**src/rtl/fnd_scan_ctrl.sv**
```systemverilog
// fnd_scan_ctrl
// Scan scheduler for a six-digit multiplexed seven-segment display.
// A producer hands over complete six-digit frames through a valid/ready
// handshake. Each frame is held in a pending buffer and is copied into the
// displayed (active) buffer only at a frame boundary, so one scan never
// shows a mix of two frames. Every scan slot begins with an all-off blank
// interval against ghosting. Digits with a cleared mask bit are skipped.
// A 4-bit brightness value sets the on-time in SUB_CYC steps.
//
// Ports:
//   clk, rst_n       clock, asynchronous active-low reset
//   i_frame_seg[41:0] digit k segments {a..g} at [7k+6:7k], 1 = lit
//   i_frame_dp[5:0]  digit k decimal point at bit k, 1 = lit
//   i_frame_valid    producer offers a frame
//   o_frame_ready    pending buffer empty, a frame can be accepted
//   i_digit_mask[5:0] 1 = digit k takes part in the scan
//   i_bright[3:0]    on-time in steps, 0..15
//   o_seg[6:0]       segment drive for the current digit
//   o_seg_dp         decimal-point drive for the current digit
//   o_seg_enb[5:0]   digit enables, active-low, at most one bit low
//   o_frame_start    one-cycle pulse on the first cycle of a frame
module fnd_scan_ctrl #(
  parameter int BLANK_CYC = 50,
  parameter int SUB_CYC   = 330
) (
  input  logic        clk,
  input  logic        rst_n,
  input  logic [41:0] i_frame_seg,
  input  logic [5:0]  i_frame_dp,
  input  logic        i_frame_valid,
  output logic        o_frame_ready,
  input  logic [5:0]  i_digit_mask,
  input  logic [3:0]  i_bright,
  output logic [6:0]  o_seg,
  output logic        o_seg_dp,
  output logic [5:0]  o_seg_enb,
  output logic        o_frame_start
);

  localparam int SLOT_CYC = BLANK_CYC + 15 * SUB_CYC;
  localparam int CW       = $clog2(SLOT_CYC);

  localparam logic [CW-1:0] BLANK_LAST = CW'(BLANK_CYC - 1);
  localparam logic [CW-1:0] SLOT_LAST  = CW'(SLOT_CYC - 1);
  localparam logic [CW-1:0] SUB_W      = CW'(SUB_CYC);

  typedef enum logic [1:0] {IDLE, BLANK, ON, OFF} state_t;

  state_t        state_q;
  logic [CW-1:0] cnt_q;
  logic [2:0]    idx_q;
  logic [3:0]    bright_q;
  logic [41:0]   act_seg_q;
  logic [5:0]    act_dp_q;
  logic [41:0]   pend_seg_q;
  logic [5:0]    pend_dp_q;
  logic          pending_q;
  logic [6:0]    seg_q;
  logic          dp_q;
  logic [5:0]    enb_q;
  logic          start_q;

  logic [6:0]    digit_seg [6];
  logic [2:0]    idx_d;
  logic [CW-1:0] on_last;
  logic          boundary;
  logic          slot_end;
  logic          slot_go;

  // Next enabled digit strictly above cur, wrapping 5 -> 0. Starting from
  // cur = 5 yields the lowest enabled digit.
  function automatic logic [2:0] pick_next(input logic [5:0] m, input logic [2:0] cur);
    logic [2:0] r;
    logic       found;
    int         cand;
    logic [2:0] c3;
    r     = cur;
    found = 1'b0;
    for (int k = 1; k <= 6; k++) begin
      cand = (int'(cur) + k) % 6;
      c3   = cand[2:0];
      if (!found && m[c3]) begin
        r     = c3;
        found = 1'b1;
      end
    end
    return r;
  endfunction

  for (genvar gi = 0; gi < 6; gi++) begin : g_digit
    assign digit_seg[gi] = act_seg_q[7*gi +: 7];
  end

  always_comb begin
    idx_d    = pick_next(i_digit_mask, (state_q == IDLE) ? 3'd5 : idx_q);
    // The boundary rule only looks at indices: wrapping around (or staying
    // on a single digit) closes the frame.
    boundary = (state_q == IDLE) || (idx_d <= idx_q);
    // Last counter value of the ON phase.
    on_last  = BLANK_LAST + CW'(bright_q) * SUB_W;
    slot_end = ((state_q == ON) || (state_q == OFF)) && (cnt_q == SLOT_LAST);
    slot_go  = ((state_q == IDLE) || slot_end) && (i_digit_mask != 6'd0);
  end

  always_ff @(posedge clk or negedge rst_n) begin
    if (!rst_n) begin
      state_q    <= IDLE;
      cnt_q      <= '0;
      idx_q      <= 3'd5;
      bright_q   <= 4'd0;
      act_seg_q  <= '0;
      act_dp_q   <= '0;
      pend_seg_q <= '0;
      pend_dp_q  <= '0;
      pending_q  <= 1'b0;
      seg_q      <= '0;
      dp_q       <= 1'b0;
      enb_q      <= 6'b111111;
      start_q    <= 1'b0;
    end else begin
      start_q <= 1'b0;

      // Accept and swap never coincide: accept needs pending clear, swap
      // needs it set.
      if (i_frame_valid && !pending_q) begin
        pend_seg_q <= i_frame_seg;
        pend_dp_q  <= i_frame_dp;
        pending_q  <= 1'b1;
      end

      if (slot_go) begin
        // Slot start: mask is consumed through the index choice, brightness
        // is frozen for the whole slot.
        state_q  <= BLANK;
        cnt_q    <= '0;
        idx_q    <= idx_d;
        bright_q <= i_bright;
        start_q  <= boundary;
        enb_q    <= 6'b111111;
        seg_q    <= '0;
        dp_q     <= 1'b0;
        if (boundary && pending_q) begin
          act_seg_q <= pend_seg_q;
          act_dp_q  <= pend_dp_q;
          pending_q <= 1'b0;
        end
      end else begin
        case (state_q)
          IDLE: begin
            enb_q <= 6'b111111;
            seg_q <= '0;
            dp_q  <= 1'b0;
            if (pending_q) begin
              act_seg_q <= pend_seg_q;
              act_dp_q  <= pend_dp_q;
              pending_q <= 1'b0;
            end
          end
          BLANK: begin
            cnt_q <= cnt_q + 1'b1;
            if (cnt_q == BLANK_LAST) begin
              if (bright_q != 4'd0) begin
                state_q <= ON;
                enb_q   <= ~(6'd1 << idx_q);
                seg_q   <= digit_seg[idx_q];
                dp_q    <= act_dp_q[idx_q];
              end else begin
                state_q <= OFF;
              end
            end
          end
          ON: begin
            cnt_q <= cnt_q + 1'b1;
            // Slot end with an empty mask (full brightness): fall to IDLE.
            if (cnt_q == SLOT_LAST) begin
              state_q <= IDLE;
              cnt_q   <= '0;
              enb_q   <= 6'b111111;
              seg_q   <= '0;
              dp_q    <= 1'b0;
            end else if (cnt_q == on_last) begin
              state_q <= OFF;
              enb_q   <= 6'b111111;
              seg_q   <= '0;
              dp_q    <= 1'b0;
            end
          end
          OFF: begin
            cnt_q <= cnt_q + 1'b1;
            if (cnt_q == SLOT_LAST) begin
              state_q <= IDLE;
              cnt_q   <= '0;
            end
          end
          default: state_q <= IDLE;
        endcase
      end
    end
  end

  assign o_frame_ready = ~pending_q;
  assign o_seg         = seg_q;
  assign o_seg_dp      = dp_q;
  assign o_seg_enb     = enb_q;
  assign o_frame_start = start_q;

endmodule
```
**config.mk**
```make
export PLATFORM = sky130hd
export DESIGN_NAME = fnd_scan_ctrl
export DESIGN_NICKNAME = d
export VERILOG_FILES = /design/src/rtl/fnd_scan_ctrl.sv
export SDC_FILE = /design/constraint.sdc
export NUM_CORES = 1
export LEC_CHECK = 0
export CAP_MARGIN = 20
export CORE_MARGIN = 1.5
export CORE_UTILIZATION = 55
export CTS_CLUSTER_SIZE = 24
export DETAILED_ROUTE_END_ITERATION = 6
export PLACE_DENSITY = 0.78
export SLEW_MARGIN = 15
export SYNTH_ARGS = -nofsm -noshare
export SYNTH_HDL_FRONTEND = slang
export SYNTH_SLANG_ARGS = --single-unit
```
**constraint.sdc**
```tcl
create_clock -name clk -period 12.77 [get_ports clk]
set_input_delay 2.554 -clock clk [delete_from_list [all_inputs] [get_ports clk]]
set_output_delay 2.554 -clock clk [all_outputs]
set_load 0.05 [all_outputs]
```
==> Yosys cells after proc, flatten, opt, wreduce, memory -nomap -nowiden <==
Index checks and enable logic that the tools add are counted.
{ "totals": {"reg_bits": 134, "out_inout_bits": 16} }
{ "op_classes": {"n_addsub": 8, "n_mul": 1, "div_mod_pow": 6, "n_lt_le_gt_ge": 9, "n_eq_ne": 11, "shifts": 1, "n_mux": 71, "bitwise": 3, "reduce_logical": 30} }
{ "ops": {"columns": ["op", "count"], "rows": [
  ["32-bit by 4-bit remainder unit with 32-bit output, second input constant", 6],
  ["42-bit two-way mux", 4],
  ["6-bit two-way mux", 9],
  ["7-bit two-way mux", 7],
  ["3-bit by 4-bit < comparator with 1-bit output, second input constant", 7],
  ["13-bit two-way mux", 2],
  ["13-bit one-hot mux with 2 select lines", 1],
  ["1-bit two-way mux", 24],
  ["1-bit binary-select mux with 3-bit select", 7],
  ["7-bit binary-select mux with 3-bit select", 1],
  ["3-bit two-way mux", 7],
  ["7-bit one-hot mux with 3 select lines", 1],
  ["6-bit one-hot mux with 3 select lines", 1],
  ["13-bit by 1-bit adder with 13-bit output, second input constant", 1],
  ["6-bit by 13-bit adder with 13-bit output, first input constant", 1],
  ["13-bit == test", 1],
  ["13-bit == test, second input constant", 1],
  ["13-bit by 6-bit == test with 1-bit output, second input constant", 1],
  ["3-bit by 3-bit adder with 4-bit output, second input constant", 3],
  ["4-bit by 8-bit multiplier with 12-bit output, second input constant", 1],
  ["4-bit nonzero test", 3],
  ["2-bit two-way mux", 5],
  ["1-bit logical AND", 9],
  ["3-bit by 2-bit adder with 4-bit output, second input constant", 2],
  ["other kinds (24)", 35]
]} }

==> Longest topological paths before layout <==
{ "depth": {"depth_word": 27, "depth_mapped": 27, "mapped_depth_nobuf": 23} }

==> Worst setup path before layout <==
Ideal clock, no wire load.
{ "synth_path": {"path_type": "input to register", "from": "input port i_digit_mask[0]", "to": "register act_dp_q[5]", "setup_time_ps": 125, "arrival_ps": 5715, "required_ps": 12645, "path_slack_ps": 6931, "stages": 16, "path_buffers": 2, "cell_sequence": "o21a_1 -> a221oi_1 -> nor2_1 -> a211oi_2 -> nor3_1 -> or3_1 -> a211o_1 -> o21ai_1 -> a21oi_1 -> ha_1 -> a31oi_1 -> o21ai_0 -> o211ai_1 -> buf_2 -> buf_2 -> mux2_2"} }
{ "synth_between": {"elab_chain_cells": 23} }
{ "synth_lines": {"columns": ["item", "line", "rtl"], "rows": [
  ["start: declaration", "32", "input logic [5:0] i_digit_mask,"],
  ["1-bit binary-select mux with 3-bit select", "82", "if (!found && m[c3]) begin"],
  ["1-bit two-way mux (not written as such)", "82", null],
  ["1-bit two-way mux", "82", null],
  ["1-bit logical NOT", "82", null],
  ["1-bit logical AND", "82", null],
  ["1-bit two-way mux", "82", null],
  ["1-bit logical NOT", "82", null],
  ["1-bit logical AND", "82", null],
  ["[... 8 more ...]", null, null],
  ["1-bit logical AND", "82", null],
  ["3-bit two-way mux (*)", "82", null],
  ["named net idx_d[2]", "64", "logic [2:0] idx_d;"],
  ["3-bit <= comparator (*)", "98", "boundary = (state_q == IDLE) || (idx_d <= idx_q);"],
  ["1-bit logical OR (*)", "98", null],
  ["1-bit logical AND (*)", "142", "if (boundary && pending_q) begin"],
  ["2-bit by 1-bit inequality test with 1-bit output (no line) (*)", null, null],
  ["3-bit AND reduction (no line) (*)", null, null],
  ["end signal: assignment", "144", "act_dp_q <= pend_dp_q;"],
  ["end signal: assignment", "155", "act_dp_q <= pend_dp_q;"],
  ["end: declaration", "54", "logic [5:0] act_dp_q;"]
]} }
The timed path passes the listed nets; every way through them passes the cells marked *. The select of a mux whose other input is x is not followed.
A chain may end at the register's enable or synchronous reset.

==> Worst setup path in the final report <==
{ "layout_path": {"from": "register state_q[1]", "to": "register act_seg_q[19]"} }
{ "layout_between": {"elab_chain_cells": 27} }
{ "layout_lines": {"columns": ["item", "line", "rtl"], "rows": [
  ["start: declaration", "49", "state_t state_q;"],
  ["start signal: assignment", "107", "state_q <= IDLE;"],
  ["start signal: assignment", "134", "state_q <= BLANK;"],
  ["start signal: assignment", "163", "state_q <= ON;"],
  ["2-bit logical NOT", null, null],
  ["3-bit two-way mux", "95", "idx_d = pick_next(i_digit_mask, (state_q == IDLE) ? 3'd5 : idx_q);"],
  ["3-bit by 1-bit adder with 4-bit output", "80", "cand = (int'(cur) + k) % 6;"],
  ["32-bit by 4-bit remainder unit with 32-bit output", "80", null],
  ["1-bit binary-select mux with 3-bit select", "82", null],
  ["1-bit two-way mux (not written as such)", "82", null],
  ["1-bit two-way mux", "82", null],
  ["1-bit logical NOT", "82", null],
  ["[... 11 more ...]", null, null],
  ["1-bit logical NOT", "82", null],
  ["1-bit logical AND", "82", null],
  ["3-bit two-way mux", "82", null],
  ["3-bit <= comparator", "98", null],
  ["1-bit logical OR", "98", null],
  ["1-bit logical AND", "142", null],
  ["2-bit by 1-bit inequality test with 1-bit output (no line)", null, null],
  ["3-bit AND reduction (no line)", null, null],
  ["end signal: assignment", "143", "act_seg_q <= pend_seg_q;"],
  ["end signal: assignment", "154", "act_seg_q <= pend_seg_q;"],
  ["end: declaration", "53", "logic [41:0] act_seg_q;"]
]} }
Parallel ways exist; a longest one is shown, timed or not. The select of a mux whose other input is x is not followed.

==> impl_metrics.json <==
{
  "drive_gt1_share_pct": 22.9,
  "first_pass_iters": 5,
  "diodes": 0,
  "pin_count": 77,
  "hold_viol_final": 0,
  "use_met3_pct": 4.98,
  "root_buffer": "clkbuf_16",
  "report.final.slew_viol_count": 0,
  "grt_usage_pct": 25.2,
  "cp-end-kind": "flip-flop",
  "grt_use_met2_pct": 43.1,
  "drc": 0,
  "critPathMaxFanout": 49,
  "max_slew_margin_pct": 31.7,
  "start_util_pct": 56.3,
  "htreeDepth": 4,
  "rsz0062_at_grt": "no",
  "synth_area_sq_mm": 0.00742,
  "fmax_mhz": 148,
  "ys_ff_latch": 134,
  "drv_cap": 0,
  "cp_slowest_cell": "a211oi_1",
  "tritoncts": "done",
  "via_per_inst": 5.98,
  "clkSlewWorstSetupHoldPaths_ps": 60,
  "hold_start": "o_seg_enb[2]",
  "required_ps": 13070,
  "holdWs_ps": 464,
  "dieHeight_microns": 119,
  "synthSimpleGateAreaFrac_pct": 10.6,
  "startpoint": "state_q[1]",
  "critical-path-max-stage-delay_ps": 540,
  "fin_cells": 910,
  "path_buf_inv": 4,
  "overflow": 0,
  "numCtsBuffers": 17,
  "final_nets": 810,
  "synth-adder-area-share_pct": 4.55,
  "ys_warn_count": 0,
  "grt_pass1_wl_microns": 28100,
  "wl_microns": 16800,
  "grt_antenna_before_repair": 0,
  "syn_avg_cell_area_sq_um": 11.2,
  "fill_cells": 976,
  "irDropWorstVdd_mv": 0.230,
  "hp-class": "flip-flop to flip-flop",
  "synth_cell_type_count": 71,
  "rrSetupSlack_ps": 6020,
  "ant_nets": 0,
  "use_met1_pct": 31.3,
  "wl_per_cell_microns": 18.4,
  "post-route-min-period_ps": 6750,
  "synth_cells": 661,
  "r2r-start": "state_q[1]",
  "cp_common_cell": "ha_1",
  "ys_async_sr_fraction_pct": 100,
  "yosys.area.top_type": "dfrtp_1",
  "fp-row-count": 42,
  "status": "finished, final reports clean",
  "cts_hold_buf": 0,
  "critical_path.top_delay_family": "compound AO/OA/AOI/OAI gates",
  "fp.dieW_microns": 119,
  "start_kind": "flip-flop",
  "postCtsResizedCells": 0,
  "synth_compound_area_share_pct": 11.0,
  "grt_pass1_vias": 5639,
  "die-area_sq_mm": 0.0142,
  "gp_congestion": 0.864,
  "grt_max_degree": 69,
  "drt_iter0_markers": 462,
  "crit_type": "flip-flop to flip-flop",
  "synth_area_leaders": "dfrtp_1 42%, mux2_2 16%, ha_1 4.6%, dfstp_2 2.8%, xnor2_1 2.5%",
  "tightest_slew_ps": 1020,
  "synth-edff-count": 0,
  "cts.sinks": 134,
  "synth_flop_cell": "dfrtp_1",
  "power_density_mw_per_mm2": 338,
  "worstPathArrival_ps": 7050,
  "dp.cells": 879,
  "yosysMostFrequentCell": "dfrtp_1",
  "cts.path.max_buffers": 2,
  "total_leakage_power_nw": 3.78,
  "synth_top_area_share_pct": 42.5,
  "skew_ps": 8.16,
  "io_buffers": 76,
  "synth.area.mux_share_pct": 20.5,
  "hpwl_microns": 11700,
  "setup-violations-final": 0,
  "clk_latency_ps": 420,
  "syn-num-nets": 749,
  "fp.coreArea_sq_mm": 0.0132,
  "synth_xor_area_share_pct": 4.25,
  "synthTopCellsByCount": "126 x dfrtp_1, 105 x mux2_2, 38 x nand2_1",
  "yosysSeqAreaShare_pct": 45.3,
  "grt_busiest_layer": "met2",
  "setup_tns_ps": 0,
  "synth_top_family_by_area": "multiplexers",
  "crit_chain": "inv_1, ha_1, or2_1, inv_1, ha_1, a211oi_1, inv_1, ha_1, nand2b_1, a21o_1, a2bb2oi_1, mux2_2, mux2i_1, a2111oi_0, o21ai_0, xnor2_1, ha_1, a31oi_1, o21ai_0, o211ai_1, buf_4, mux2_2",
  "vias": 5445,
  "period_share_pct": 52.9,
  "areaGrowthSynthToFinish_pct": 19.9,
  "postCtsSetupBuffers": 0
}
## metal layers
layer  wire [microns]  share of wire [%]  vias up
li1                 -                  -     2529
met1             7090                 42     2727
met2             8630                 51      158
met3              679                4.0       31
met4              374                2.2        0
met5                0                  0        -
## report_power, final
| part | internal, mW | total [mW] | switching (mW) | leakage [nW] |
|---|---|---|---|---|
| Clock | 0.351 | 0.532 | 0.181 | 0.307 |
| Combinational | 0.815 | 1.70 | 0.883 | 1.86 |
| Sequential | 0.622 | 0.779 | 0.157 | 1.62 |
| Total | 1.79 | 3.01 | 1.22 | 3.78 |
## registers in the layout, indices dropped and copies added (netlist names)
name and cells:
pending_q 1, state_q 2, o_seg_dp 1, bright_q 4, act_seg_q 42, o_seg 7, cnt_q 13, idx_q 3
pend_dp_q 6, o_seg_enb 6, pend_seg_q 42, o_frame_start 1, act_dp_q 6
## per-stage QoR
step | area, sq um | power, mW | worst slack (ps) | utilization, %
final | 8900 | 3.01 | 6020 | 67.5
after global routing | 8900 | 3.22 | 5530 | 67.5
after CTS | 8900 | 3.01 | 6090 | 67.5
after detailed placement | 8260 | 2.45 | 5980 | 62.6
after global placement | 8260 | 2.36 | 6090 | 62.6
after floorplan | 7420 | 2.10 | 6930 | -
## logic make-up (layout without fill, tap and decap cells)
family          count (synthesis)  in the layout
compound gates                119            119
mux                           129            129
simple gates                  152            152
fa+ha+maj                      27             27
buf+inv                        64            137
xor+xnor                       36             36
flops                         134            134
## layout make-up
cell class                 count  area, sq um  area share (%)
clock buffer                  20          447            5.02
clock inverter                11          196            2.21
inverter                      26         97.6            1.10
multi-input combinational    463         3790            42.6
sequential                   134         3360            37.8
tap                          176          220            2.47
timing repair buffer          80          788            8.86
## worst reg2reg max path, delay by kind of cell, from the launching register on
family,cells,cell delay (ps)
buf+inv,4,1020
compound gates,8,1830
xor+xnor,1,220
fa+ha+maj,4,1490
simple gates,2,540
flops,1,440
mux,3,1110
## layout by cell type (no fill, tap or decap), drive strengths merged, types with 6 or more instances in the layout
master	n
o22ai	6
nor4	7
nand2	38
nand3	10
ha	27
a22o	8
or2	6
xor2	15
mux2	105
clkdlybuf4s50	75
a31oi	6
nor2	36
xnor2	21
mux2i	16
nor3	11
dfstp	8
a211oi	6
clkbuf	20
a32oi	6
dfrtp	126
nand2b	8
inv	27
a21oi	21
mux4	8
o21ai	29
nand4	8
nor2b	8
## worst paths after layout
kind / to / depth (start not counted)
setup / recovery: act_seg_q[19] / 22
hold / removal: o_seg_enb[2] / 2
setup reg to reg: act_seg_q[19] / 22
hold reg to reg: o_seg_enb[2] / 2
max in group asynchronous: act_dp_q[4] / 2
min in group asynchronous: pend_seg_q[4] / 1
No activity file was read; power rests on OpenSTA's default activity.
